[src/rtl/microarquitetura_gp3_oci_dct_packer_pkg.sv]
// Shared encodings, widths and packet layout for the OCI direction-code trace packer.
package microarquitetura_gp3_oci_dct_packer_pkg;

    localparam int unsigned DCT_DEPTH = 15;
    localparam int unsigned CODE_W    = 2;
    localparam int unsigned BUF_W     = DCT_DEPTH * CODE_W;
    localparam int unsigned CNT_W     = $clog2(DCT_DEPTH + 1);

    typedef enum logic [CODE_W-1:0] {
        DCT_RSV = 2'b00,
        DCT_NT  = 2'b01,
        DCT_TK  = 2'b10,
        DCT_EXC = 2'b11
    } dct_code_e;

    typedef struct packed {
        logic [CNT_W-1:0] count;
        logic [BUF_W-1:0] codes;
    } dct_pkt_t;

    localparam int unsigned PKT_W = $bits(dct_pkt_t);

endpackage

[src/rtl/microarquitetura_gp3_oci_dct_packer_if.sv]
// Code-input and packet-output handshakes of the direction-code packer.
interface microarquitetura_gp3_oci_dct_packer_if;
    import microarquitetura_gp3_oci_dct_packer_pkg::*;

    logic              code_valid;
    logic [CODE_W-1:0] code;
    logic              code_ready;
    logic              flush_req;
    logic              pkt_valid;
    logic              pkt_ready;
    logic [PKT_W-1:0]  pkt_data;

    modport master (
        output code_valid, code, flush_req, pkt_ready,
        input  code_ready, pkt_valid, pkt_data
    );

    modport slave (
        input  code_valid, code, flush_req, pkt_ready,
        output code_ready, pkt_valid, pkt_data
    );

endinterface

[src/rtl/microarquitetura_gp3_oci_dct_pkt_reg.sv]
// One-entry valid/ready holding register; data only changes when the slot is free.
module microarquitetura_gp3_oci_dct_pkt_reg #(
    parameter int unsigned W = 34
) (
    input  logic         clk,
    input  logic         reset_n,
    input  logic         load,
    input  logic [W-1:0] load_data,
    input  logic         out_ready,
    output logic         out_valid,
    output logic [W-1:0] out_data,
    output logic         free_c
);

    logic         valid_q, valid_d;
    logic [W-1:0] data_q, data_d;

    always_comb begin
        valid_d = valid_q;
        data_d  = data_q;
        free_c  = ~valid_q | out_ready;
        if (load) begin
            valid_d = 1'b1;
            data_d  = load_data;
        end else if (out_ready) begin
            valid_d = 1'b0;
        end
    end

    always_ff @(posedge clk or negedge reset_n) begin
        if (!reset_n) begin
            valid_q <= 1'b0;
            data_q  <= '0;
        end else begin
            valid_q <= valid_d;
            data_q  <= data_d;
        end
    end

    assign out_valid = valid_q;
    assign out_data  = data_q;

endmodule

[src/rtl/microarquitetura_gp3_oci_dct_packer.sv]
// Packs 2-bit branch-direction codes into 15-code packets for the OCI trace FIFO.
module microarquitetura_gp3_oci_dct_packer
    import microarquitetura_gp3_oci_dct_packer_pkg::*;
(
    input  logic                                 clk,
    input  logic                                 reset_n,
    input  logic                                 trc_on,
    microarquitetura_gp3_oci_dct_packer_if.slave bus,
    output logic [BUF_W-1:0]                     dct_buffer,
    output logic [CNT_W-1:0]                     dct_count,
    output logic                                 err_reserved
);

    localparam logic [1:0] ST_EMPTY = 2'd0;
    localparam logic [1:0] ST_FILL  = 2'd1;
    localparam logic [1:0] ST_STALL = 2'd2;
    localparam logic [CNT_W-1:0] CNT_FULL = CNT_W'(DCT_DEPTH);

    logic [1:0]       state_q, state_d;
    logic [BUF_W-1:0] codes_q, codes_d;
    logic [CNT_W-1:0] count_q, count_d;
    logic             flush_pend_q, flush_pend_d;
    logic             err_q, err_d;
    logic             trc_on_q, trc_on_d;

    logic             code_ready_c;
    logic             accept;
    logic             flush_any;
    logic             pr_free;
    logic             pr_load;
    dct_pkt_t         pr_pkt;

    // Buffer-side next state; the incoming code is folded in before any packet load.
    always_comb begin
        state_d      = state_q;
        codes_d      = codes_q;
        count_d      = count_q;
        flush_pend_d = flush_pend_q;
        err_d        = err_q;
        trc_on_d     = trc_on;
        pr_load      = 1'b0;
        pr_pkt       = '0;

        code_ready_c = trc_on & (state_q != ST_STALL);
        accept       = bus.code_valid & code_ready_c & (bus.code != DCT_RSV);
        flush_any    = flush_pend_q | bus.flush_req | (trc_on_q & ~trc_on);

        if (bus.code_valid & trc_on & (bus.code == DCT_RSV)) begin
            err_d = 1'b1;
        end

        if (accept) begin
            codes_d = {codes_q[BUF_W-CODE_W-1:0], bus.code};
            count_d = count_q + CNT_W'(1);
        end

        if (pr_free && ((count_d == CNT_FULL) || (flush_any && (count_d != '0)))) begin
            pr_load      = 1'b1;
            pr_pkt.count = count_d;
            pr_pkt.codes = codes_d;
            codes_d      = '0;
            count_d      = '0;
            flush_pend_d = 1'b0;
        end else begin
            flush_pend_d = flush_any & (count_d != '0);
        end

        if (pr_load) begin
            state_d = ST_EMPTY;
        end else if (count_d == CNT_FULL) begin
            state_d = ST_STALL;
        end else if (count_d != '0) begin
            state_d = ST_FILL;
        end else begin
            state_d = ST_EMPTY;
        end
    end

    always_ff @(posedge clk or negedge reset_n) begin
        if (!reset_n) begin
            state_q      <= ST_EMPTY;
            codes_q      <= '0;
            count_q      <= '0;
            flush_pend_q <= 1'b0;
            err_q        <= 1'b0;
            trc_on_q     <= 1'b0;
        end else begin
            state_q      <= state_d;
            codes_q      <= codes_d;
            count_q      <= count_d;
            flush_pend_q <= flush_pend_d;
            err_q        <= err_d;
            trc_on_q     <= trc_on_d;
        end
    end

    microarquitetura_gp3_oci_dct_pkt_reg #(
        .W (PKT_W)
    ) u_pkt_reg (
        .clk       (clk),
        .reset_n   (reset_n),
        .load      (pr_load),
        .load_data (pr_pkt),
        .out_ready (bus.pkt_ready),
        .out_valid (bus.pkt_valid),
        .out_data  (bus.pkt_data),
        .free_c    (pr_free)
    );

    assign bus.code_ready = code_ready_c;
    assign dct_buffer     = codes_q;
    assign dct_count      = count_q;
    assign err_reserved   = err_q;

endmodule
[src/flat_wrapper.sv]
// flat-port wrapper written by rule: the top's interface ports become plain ports
module microarquitetura_gp3_oci_dct_packer_flat import microarquitetura_gp3_oci_dct_packer_pkg::*;
  (clk, reset_n, trc_on, dct_buffer, dct_count, err_reserved, bus_code_valid, bus_code, bus_flush_req, bus_pkt_ready, bus_code_ready, bus_pkt_valid, bus_pkt_data);
  microarquitetura_gp3_oci_dct_packer_if bus_i ();
  input  logic clk;
  input  logic reset_n;
  input  logic trc_on;
  output logic [BUF_W-1:0] dct_buffer;
  output logic [CNT_W-1:0] dct_count;
  output logic err_reserved;
  input wire logic [$bits(bus_i.code_valid)-1:0] bus_code_valid;
  input wire logic [$bits(bus_i.code)-1:0] bus_code;
  input wire logic [$bits(bus_i.flush_req)-1:0] bus_flush_req;
  input wire logic [$bits(bus_i.pkt_ready)-1:0] bus_pkt_ready;
  output wire logic [$bits(bus_i.code_ready)-1:0] bus_code_ready;
  output wire logic [$bits(bus_i.pkt_valid)-1:0] bus_pkt_valid;
  output wire logic [$bits(bus_i.pkt_data)-1:0] bus_pkt_data;
  assign bus_i.code_valid = bus_code_valid;
  assign bus_i.code = bus_code;
  assign bus_i.flush_req = bus_flush_req;
  assign bus_i.pkt_ready = bus_pkt_ready;
  assign bus_code_ready = bus_i.code_ready;
  assign bus_pkt_valid = bus_i.pkt_valid;
  assign bus_pkt_data = bus_i.pkt_data;
  microarquitetura_gp3_oci_dct_packer u_core (.clk(clk), .reset_n(reset_n), .trc_on(trc_on), .bus(bus_i), .dct_buffer(dct_buffer), .dct_count(dct_count), .err_reserved(err_reserved));
endmodule
[config.mk]
export PLATFORM = sky130hd
export DESIGN_NAME = microarquitetura_gp3_oci_dct_packer_flat
export DESIGN_NICKNAME = d
export VERILOG_FILES = /design/src/rtl/microarquitetura_gp3_oci_dct_packer_pkg.sv /design/src/rtl/microarquitetura_gp3_oci_dct_packer_if.sv /design/src/rtl/microarquitetura_gp3_oci_dct_pkt_reg.sv /design/src/rtl/microarquitetura_gp3_oci_dct_packer.sv /design/src/flat_wrapper.sv
export SDC_FILE = /design/constraint.sdc
export NUM_CORES = 1
export LEC_CHECK = 0
export ABC_AREA = 1
export CAP_MARGIN = 20
export CORE_ASPECT_RATIO = 0.75
export CORE_MARGIN = 2
export CORE_UTILIZATION = 53
export DETAILED_ROUTE_END_ITERATION = 7
export PLACE_DENSITY_LB_ADDON = 0.2
export SYNTH_ARGS = -nofsm -noshare
export SYNTH_HDL_FRONTEND = slang
export SYNTH_SLANG_ARGS = --single-unit
export TNS_END_PERCENT = 20
[constraint.sdc]
create_clock -name clk -period 3.9 [get_ports clk]
set_input_delay 1.17 -clock clk [delete_from_list [all_inputs] [get_ports clk]]
set_output_delay 1.17 -clock clk [all_outputs]
set_load 0.005 [all_outputs]
==> impl_results.md, run 1 <==
- Worst ir drop on vdd: 0.2766 mV
- Detailed Place HPWL: about 4600 µm
- Crit path top cell by count: sky130_fd_sc_hd__clkdlybuf4s50_1
- Core Area: between 6000 and 7000 µm²
- DIE AREA: between 7000 and 8000 µm²
- Measured slew at the worst slew-check pin: between 0.9 and 1 ns
- Total routing resource utilization after global routing: between 20 and 25%
- Cell Count, Final, Fillers Out: ~540
- Worst slack after detailed placement: approximately 0.37 ns
- Fmax achieved: between 200 and 300 MHz
- Initial antenna violation count: 0
- Crit-path leading delay family: buffers and inverters
- Area Overhead vs Synth: 29.74%
- Net Count, Synth: 388
- CP Cell Sequence: clkdlybuf4s50_1 -> inv_1 -> a21oi_1 -> clkdlybuf4s50_1
- Endpoint arrival time on the critical path: between 2 and 2.5 ns
- Final Core Density: 71.27%
- Standard-cell rows: 25
- First-pass GRT wire length: approximately 12000 µm
- Total CTS buffers: 9
- Clock tree from TritonCTS: yes
- Beginning of the worst register-to-register path: u_core.dct_count[0]$_DFF_PN0_
- Routed Wire Length: roughly 7300 µm
- Reg2Reg Setup Slack: 1.72 ns
- Post-layout minimum cycle time: about 3.5 ns
- Crit path max-delay cell type: sky130_fd_sc_hd__clkdlybuf4s50_1
- Sink count of the clock tree: 74
- Antenna Nets Post-Route: 0
- Post-Synthesis Cell Area: about 3500 µm²
- Hold_buf cts: 0
- Clock skew: about 0.013 ns
- Iteration count of the initial detailed-routing pass: 4
- Maximum number of pins on one net before global-route repair: 75
- Number of nets in the layout: 460
- Final hold vios: 0
- RSZ-0062 raised after global routing: false
- Power per unit of standard cell area: between 500 and 600 nW/µm²
- Buffering stage count on the worst path with inverters included: 3
- Critical Setup Path Class: input port to output pin
- Insertion delay to the later sink of the worst-skew pair: about 0.35 ns
- Type of element capturing the critical path: output pin
- Capturing element of the worst setup path: bus_code_ready
- Cell type contributing the most total cell area after synthesis: sky130_fd_sc_hd__dfrtp_1
- Hold Path Class: register to register
- Most area-consuming cells after synthesis: sky130_fd_sc_hd__dfrtp_1, sky130_fd_sc_hd__nand2_1, sky130_fd_sc_hd__a21boi_1
- Required time at the endpoint of the critical path: 2.73 ns
- Chip width: roughly 100 µm
- Source of the worst hold timing path: u_core.u_pkt_reg.out_data[7]$_DFFE_PN0P_
- Result of the run: finished clean
- Via count: ~2700
- Fin crit share: 90.53%
- Gr ovfl total: 0
- Final hold slack: approximately 0.47 ns
- Worst R2R End: u_core.u_pkt_reg.out_data[30]$_DFFE_PN0P_
- Gate count of the mapped netlist: between 300 and 400
- Seq/Total Area, Yosys: between 50% and 60%
- First-iteration detailed-routing DRC count: 66
- Input/output buffers: 78
- Starting density of the core: between 50% and 60%
- Depth of the critical timing path with buffers and inverters included: 4
- Worst setup startpoint: trc_on
- Htree depth: 3
- Element type at the critical path start: input port
- Relative max-transition margin: roughly two fifths
- Largest stage delay on the critical path: a little over 0.5 ns
- Synthesis warning total: 0
- I/O pin total: 79
- Number of antenna cells inserted: 0
- Critical-path maximum fanout: 3
- Share of the synthesized area in the top cell type: 53.35%
- Average wire per cell in the routed design: around 14 µm
- Maxcap violations: 0
- Post-Syn Area per Cell: 9.158 µm²
- Clock root buffer: sky130_fd_sc_hd__clkbuf_8
- Total negative setup slack: 0 ns
- Final setup fails: 0
- Leak Pwr: around 0.0023 µW
- Clock slew at the register clock pins of the worst setup and hold paths: roughly 0.080 ns
- Residual DRC: 0
- Flip-flop and latch count after synthesis: 74
- RePlAce Congestion: about 0.77
- Max clock buf depth: 2
- Post_cts resized: 0
- Fraction of final layout cells sized beyond drive strength 1: about 14%
- Number of global-route vias before repair: 2687
- Total count of max-transition violations in the final report: 0
- Post-CTS setup buffer count: 0
- Cell Count Post-Placement: between 500 and 600
- Via density: 5.063
- Worst setup margin: about 0.37 ns
- Die outline height: approximately 74 µm
- Synth unique cells: 27
- Cells on worst reg2reg path: 11
-- layout by cell type, fill, tap and decap left out, drive strengths merged --
master / count
nand3: 37
inv: 17
nor2: 8
ha: 1
clkinvlp: 1
o211ai: 1
o21bai: 1
clkbuf: 12
clkdlybuf4s50: 77
o22ai: 1
buf: 7
a21boi: 33
nand4: 3
nand2: 172
a21oi: 4
o21ai: 3
dfrtp: 74
bufinv: 3
clkinv: 1
-- power breakdown --
group	internal [µW]	switching [µW]
sequential	853	58.4
combinational	271	483
clock	461	282
-- area by class of cell --
class / count / area, µm²
inverters: 18 / 68.82
repair buffers: 84 / 823.3
clock buffers: 12 / 155.1
fillers: 515 / 1815
well taps: 81 / 101.3
multi-input cells: 264 / 1405
flip-flops and latches: 74 / 1852
clock inverters: 4 / 97.59
-- stage by stage --
stage | power [µW] | cell area, µm²
after floorplan | 1478 | 3471
after global placement | 1673 | 4250
after detailed placement | 1686 | 4250
after CTS | 2429 | 4503
after global routing | 2540 | 4503
final | 2408 | 4503
-- cells by family (layout without fill, tap and decap cells) --
logic type | Yosys count | in the layout | share of synthesized area (%)
simple gates | 220 | 220 | 31.29
flops | 74 | 74 | 53.35
compound gates | 43 | 43 | 8.760
buf+inv | 41 | 118 | 6.236
fa+ha+maj | 1 | 1 | 0.3604
-- Yosys cell counts --
master	instances
sky130_fd_sc_hd__nand2_1	162
sky130_fd_sc_hd__dfrtp_1	74
sky130_fd_sc_hd__a21boi_1	33
sky130_fd_sc_hd__nand3_2	20
sky130_fd_sc_hd__nand3_1	16
sky130_fd_sc_hd__inv_1	12
sky130_fd_sc_hd__clkbuf_1	9
sky130_fd_sc_hd__buf_2	7
sky130_fd_sc_hd__nor2_1	6
sky130_fd_sc_hd__inv_2	5
sky130_fd_sc_hd__nand2_4	5
sky130_fd_sc_hd__a21oi_1	4
sky130_fd_sc_hd__nand2_2	4
sky130_fd_sc_hd__buf_4	3
sky130_fd_sc_hd__buf_8	3
sky130_fd_sc_hd__o21ai_0	3
sky130_fd_sc_hd__nand4_1	2
sky130_fd_sc_hd__nor2_4	2
sky130_fd_sc_hd__buf_6	1
sky130_fd_sc_hd__clkinv_2	1
sky130_fd_sc_hd__ha_1	1
sky130_fd_sc_hd__nand2_8	1
sky130_fd_sc_hd__nand3_4	1
sky130_fd_sc_hd__nand4_4	1
sky130_fd_sc_hd__o211ai_1	1
sky130_fd_sc_hd__o21bai_1	1
sky130_fd_sc_hd__o22ai_1	1
-- flip-flops by register name (all words and copies together) (netlist names) --
register and flops:
u_core.u_pkt_reg.out_data 34, u_core.dct_buffer 30, u_core.dct_count 4, u_core.state_q 2
u_core.err_reserved 1, u_core.flush_pend_q 1, u_core.trc_on_q 1, u_core.u_pkt_reg.out_valid 1
-- metal layers --
layer	global-route usage, %	vias to the layer above	wire length [µm]
met2	32.95	57	3312
met1	29.98	1306	3571
met4	6.944	0	93
li1	-	1346	-
met3	6.203	10	309
met5	0	-	0
-- worst min path at each step --
stage               slack, ns                                   endpoint  cells after the start
global route             0.50  u_core.u_pkt_reg.out_data[11]$_DFFE_PN0P_                      2
detailed placement       0.46  u_core.u_pkt_reg.out_data[11]$_DFFE_PN0P_                      2
CTS                      0.48   u_core.u_pkt_reg.out_data[7]$_DFFE_PN0P_                      2
global placement         0.46  u_core.u_pkt_reg.out_data[23]$_DFFE_PN0P_                      2
finish                   0.47   u_core.u_pkt_reg.out_data[7]$_DFFE_PN0P_                      2
floorplan                0.47   u_core.u_pkt_reg.out_data[0]$_DFFE_PN0P_                      2
-- tightest hold or removal path, stage by stage, from the launching register on --
cell,delay [ns]
sky130_fd_sc_hd__dfrtp_1,0.35
sky130_fd_sc_hd__nand2_1,0.05
sky130_fd_sc_hd__nand2_1,0.04
Power figures use the tool's default switching activity.
==> run 2: changes to the inputs <==
--- a/constraint.sdc
+++ b/constraint.sdc
@@ -3,2 +3,2 @@
 set_output_delay 1.17 -clock clk [all_outputs]
-set_load 0.005 [all_outputs]
+set_load 0.1 [all_outputs]
==> run 2 against run 1 <==
Against the previous run: non-clock buffer count decreased by 1; combinational power increased by 75%; clock skew decreased by 0.0012 ns; critical endpoint unchanged.
==> impl_results.md, run 2 (synthesis gave the netlist of run 1 again) <==
- Measured slew at the worst slew-check pin: 0.9866 ns (+0.06459 ns)
- Critical-path maximum fanout: 3 (unchanged)
- Clock root buffer: sky130_fd_sc_hd__clkbuf_8
- Required time at the endpoint of the critical path: 2.73 ns (about the same)
- Routed Wire Length: 7528 µm (+3.3%)
- Result of the run: finished clean
- Total routing resource utilization after global routing: 22.04% (+0.60 points)
- Crit-path leading delay family: buffers and inverters
- Relative max-transition margin: 34.02% (-4.5 points)
- Sink count of the clock tree: 74 (unchanged)
- Fmax achieved: 297.3 MHz (+5.0%)
- Input/output buffers: 78 (unchanged)
- Most frequent standard cell in the layout excluding fill and tap cells: sky130_fd_sc_hd__nand2_1
- Switch Pwr: 1379 µW (+68%)
- Maxcap violations: 0 (unchanged)
- I/O pin total: 79 (unchanged)
- Gr ovfl total: 0 (unchanged)
- First-iteration detailed-routing DRC count: 104 (+58%)
- Starting density of the core: 54.93% (unchanged)
- Core Area: 6319 µm² (unchanged)
- Number of antenna cells inserted: 0 (unchanged)
- Htree depth: 3 (unchanged)
- Hold_buf cts: 0 (unchanged)
- Clock slew at the register clock pins of the worst setup and hold paths: 0.07 ns (about the same)
- Area Overhead vs Synth: 26.78%
- Final Instance Area: 4400 µm² (-2.3%)
- Number of global-route vias before repair: 2606 (-3.0%)
- DIE AREA: 7219 µm² (unchanged)
- Post-layout minimum cycle time: 3.364 ns (-0.1669 ns)
- Iteration count of the initial detailed-routing pass: 4 (unchanged)
- Max clock buf depth: 2 (unchanged)
- Via count: 2752 (+1.2%)
- Antenna Nets Post-Route: 0 (unchanged)
- Total negative setup slack: 0 ns (unchanged)
- First-pass GRT wire length: 12590 µm (+1.2%)
- Leak Pwr: 0.002293 µW (+0.77%)
- Fraction of final layout cells sized beyond drive strength 1: 17.84% (+4.0 points)
- Buffering stage count on the worst path with inverters included: 3 (unchanged)
- CP Cell Sequence: clkdlybuf4s50_1 -> inv_1 -> a21oi_1 -> buf_12
- Internal Pwr Total: 1436 µW (-9.4%)
- Post_cts resized: 0 (unchanged)
- Crit path max-delay cell type: sky130_fd_sc_hd__clkdlybuf4s50_1
- Post-CTS setup buffer count: 0 (unchanged)
- Die outline height: 74.08 µm (unchanged)
- Maximum number of pins on one net before global-route repair: 75 (unchanged)
- Total count of max-transition violations in the final report: 0 (unchanged)
- Critical Setup Path Class: input port to output pin
- Clock skew: 0.01166 ns (-0.001218 ns)
- Average wire per cell in the routed design: 14.07 µm (+3.7%)
- Clock power share: 20.4% (-10 points)
- Hold Path Class: register to register
- Residual DRC: 0 (unchanged)
- Worst ir drop on vdd: 0.2480 mV (-10%)
- Highest-count cells in the layout ignoring fill and taps: sky130_fd_sc_hd__nand2_1, sky130_fd_sc_hd__dfrtp_1, sky130_fd_sc_hd__clkdlybuf4s50_1, sky130_fd_sc_hd__a21boi_1, sky130_fd_sc_hd__buf_4
- Switching power as a share of total power: 48.99% (+15 points)
- Endpoint arrival time on the critical path: 2.19 ns (-0.17 ns)
- Initial antenna violation count: 0 (unchanged)
- Chip width: 97.45 µm (unchanged)
- Fin crit share: 86.25% (-4.3 points)
- Number of nets in the layout: 459 (-0.22%)
- RSZ-0062 raised after global routing: false
- Combinational group share of total power: 47.1% (+16 points)
- Power per unit of standard cell area: 639.6 nW/µm² (+20%)
- Clock tree from TritonCTS: yes
- Total CTS buffers: 9 (unchanged)
- Via density: 5.144 (+1.6%)
- RePlAce Congestion: 0.7848 (+2.4%)
- Standard-cell rows: 25 (unchanged)
- Flip-flop count of the largest register, all copies and words added: 34 (unchanged)
- Element type at the critical path start: input port
- Detailed Place HPWL: 4882 µm (+6.5%)
- Sequential cell fraction of total power: 32.6% (-5.2 points)
- Standard cell area after detailed placement: 4215 µm² (-0.82%)
- Insertion delay to the later sink of the worst-skew pair: 0.34 ns (about the same)
- Final setup fails: 0 (unchanged)
- Largest stage delay on the critical path: 0.51 ns (about the same)
- Type of element capturing the critical path: output pin
- Final hold vios: 0 (unchanged)
[run 2: cell types whose count changed in the layout (fill, tap and decap cells not counted)]
cell | previous run | this run
sky130_fd_sc_hd__buf_4 | 7 | 25
sky130_fd_sc_hd__buf_12 | 0 | 2
sky130_fd_sc_hd__clkinvlp_4 | 1 | 0
sky130_fd_sc_hd__clkbuf_1 | 1 | 2
sky130_fd_sc_hd__clkbuf_8 | 11 | 10
sky130_fd_sc_hd__clkdlybuf4s50_1 | 77 | 56
sky130_fd_sc_hd__bufinv_16 | 3 | 1
sky130_fd_sc_hd__clkinv_2 | 1 | 3
[run 2: layer usage]
metal,vias up,part of all wire [%],global-route usage [%],routed length [µm]
met2,84,46,34.18,3439
li1,1352,-,-,-
met5,-,0,0,0
met3,10,6.2,7.519,464
met1,1306,47,29.82,3527
met4,0,1.3,7.253,97
[run 2: stage by stage]
stage               setup WS, ns  hold slack (ns)  utilization, %  total power, µW  std cells
finish                    0.5364           0.4722           69.64             2815        535
global route              0.5011           0.4939           69.64             2953        535
CTS                       0.5367           0.4757           69.64             2835        535
detailed placement        0.4345           0.4590           66.71             2257        520
global placement          0.5322           0.4598           66.71             2240        520
floorplan                0.06627           0.6863               -             2029        379
[run 2: final timing paths]
path / from / end / slack (ns) / cells after the start
max: trc_on / bus_code_ready / 0.54 / 4
min: u_core.u_pkt_reg.out_data[10]$_DFFE_PN0P_ / u_core.u_pkt_reg.out_data[10]$_DFFE_PN0P_ / 0.47 / 2
max reg2reg: u_core.dct_count[0]$_DFF_PN0_ / u_core.flush_pend_q$_DFF_PN0_ / 1.64 / 11
min reg2reg: u_core.u_pkt_reg.out_data[10]$_DFFE_PN0P_ / u_core.u_pkt_reg.out_data[10]$_DFFE_PN0P_ / 0.47 / 2
max in group asynchronous: reset_n / u_core.dct_buffer[14]$_DFF_PN0_ / 2.36 / 1
min in group asynchronous: reset_n / u_core.err_reserved$_DFFE_PN0P_ / 0.97 / 1
[run 2: power by group through the flow]
stage / Combinational [µW] / Clock (µW) / Sequential [µW]
global placement: 1310 / 0 / 929
finish: 1320 / 573 / 917
detailed placement: 1330 / 0 / 931
global route: 1400 / 622 / 929
CTS: 1330 / 587 / 916
floorplan: 557 / 0 / 1470
[run 2: area by class of cell]
class / instances / area [µm²]
Clock buffer: 12 / 145.1
Clock inverter: 3 / 40.04
Fill cell: 504 / 1918
Inverter: 18 / 68.82
Multi-Input combinational cell: 264 / 1405
Sequential cell: 74 / 1852
Tap cell: 81 / 101.3
Timing Repair Buffer: 83 / 788.3
[run 2: worst register-to-register path, stage by stage (launching register included)]
cell and delay [ns]:
sky130_fd_sc_hd__dfrtp_1 0.46, sky130_fd_sc_hd__ha_1 0.24, sky130_fd_sc_hd__nand2_1 0.07, sky130_fd_sc_hd__inv_1 0.04, sky130_fd_sc_hd__nor2_1 0.08, sky130_fd_sc_hd__nand3_1 0.09
sky130_fd_sc_hd__nand2_1 0.21, sky130_fd_sc_hd__nand4_4 0.18, sky130_fd_sc_hd__nand2_8 0.24, sky130_fd_sc_hd__nand2_4 0.31, sky130_fd_sc_hd__nand2_1 0.19, sky130_fd_sc_hd__inv_2 0.04
==> run 3: changes to the inputs <==
Settings changed: CAP_MARGIN 20 to not set.
==> results of run 3 <==
No change in the layout: final DEF, timing and power equal those of run 2.
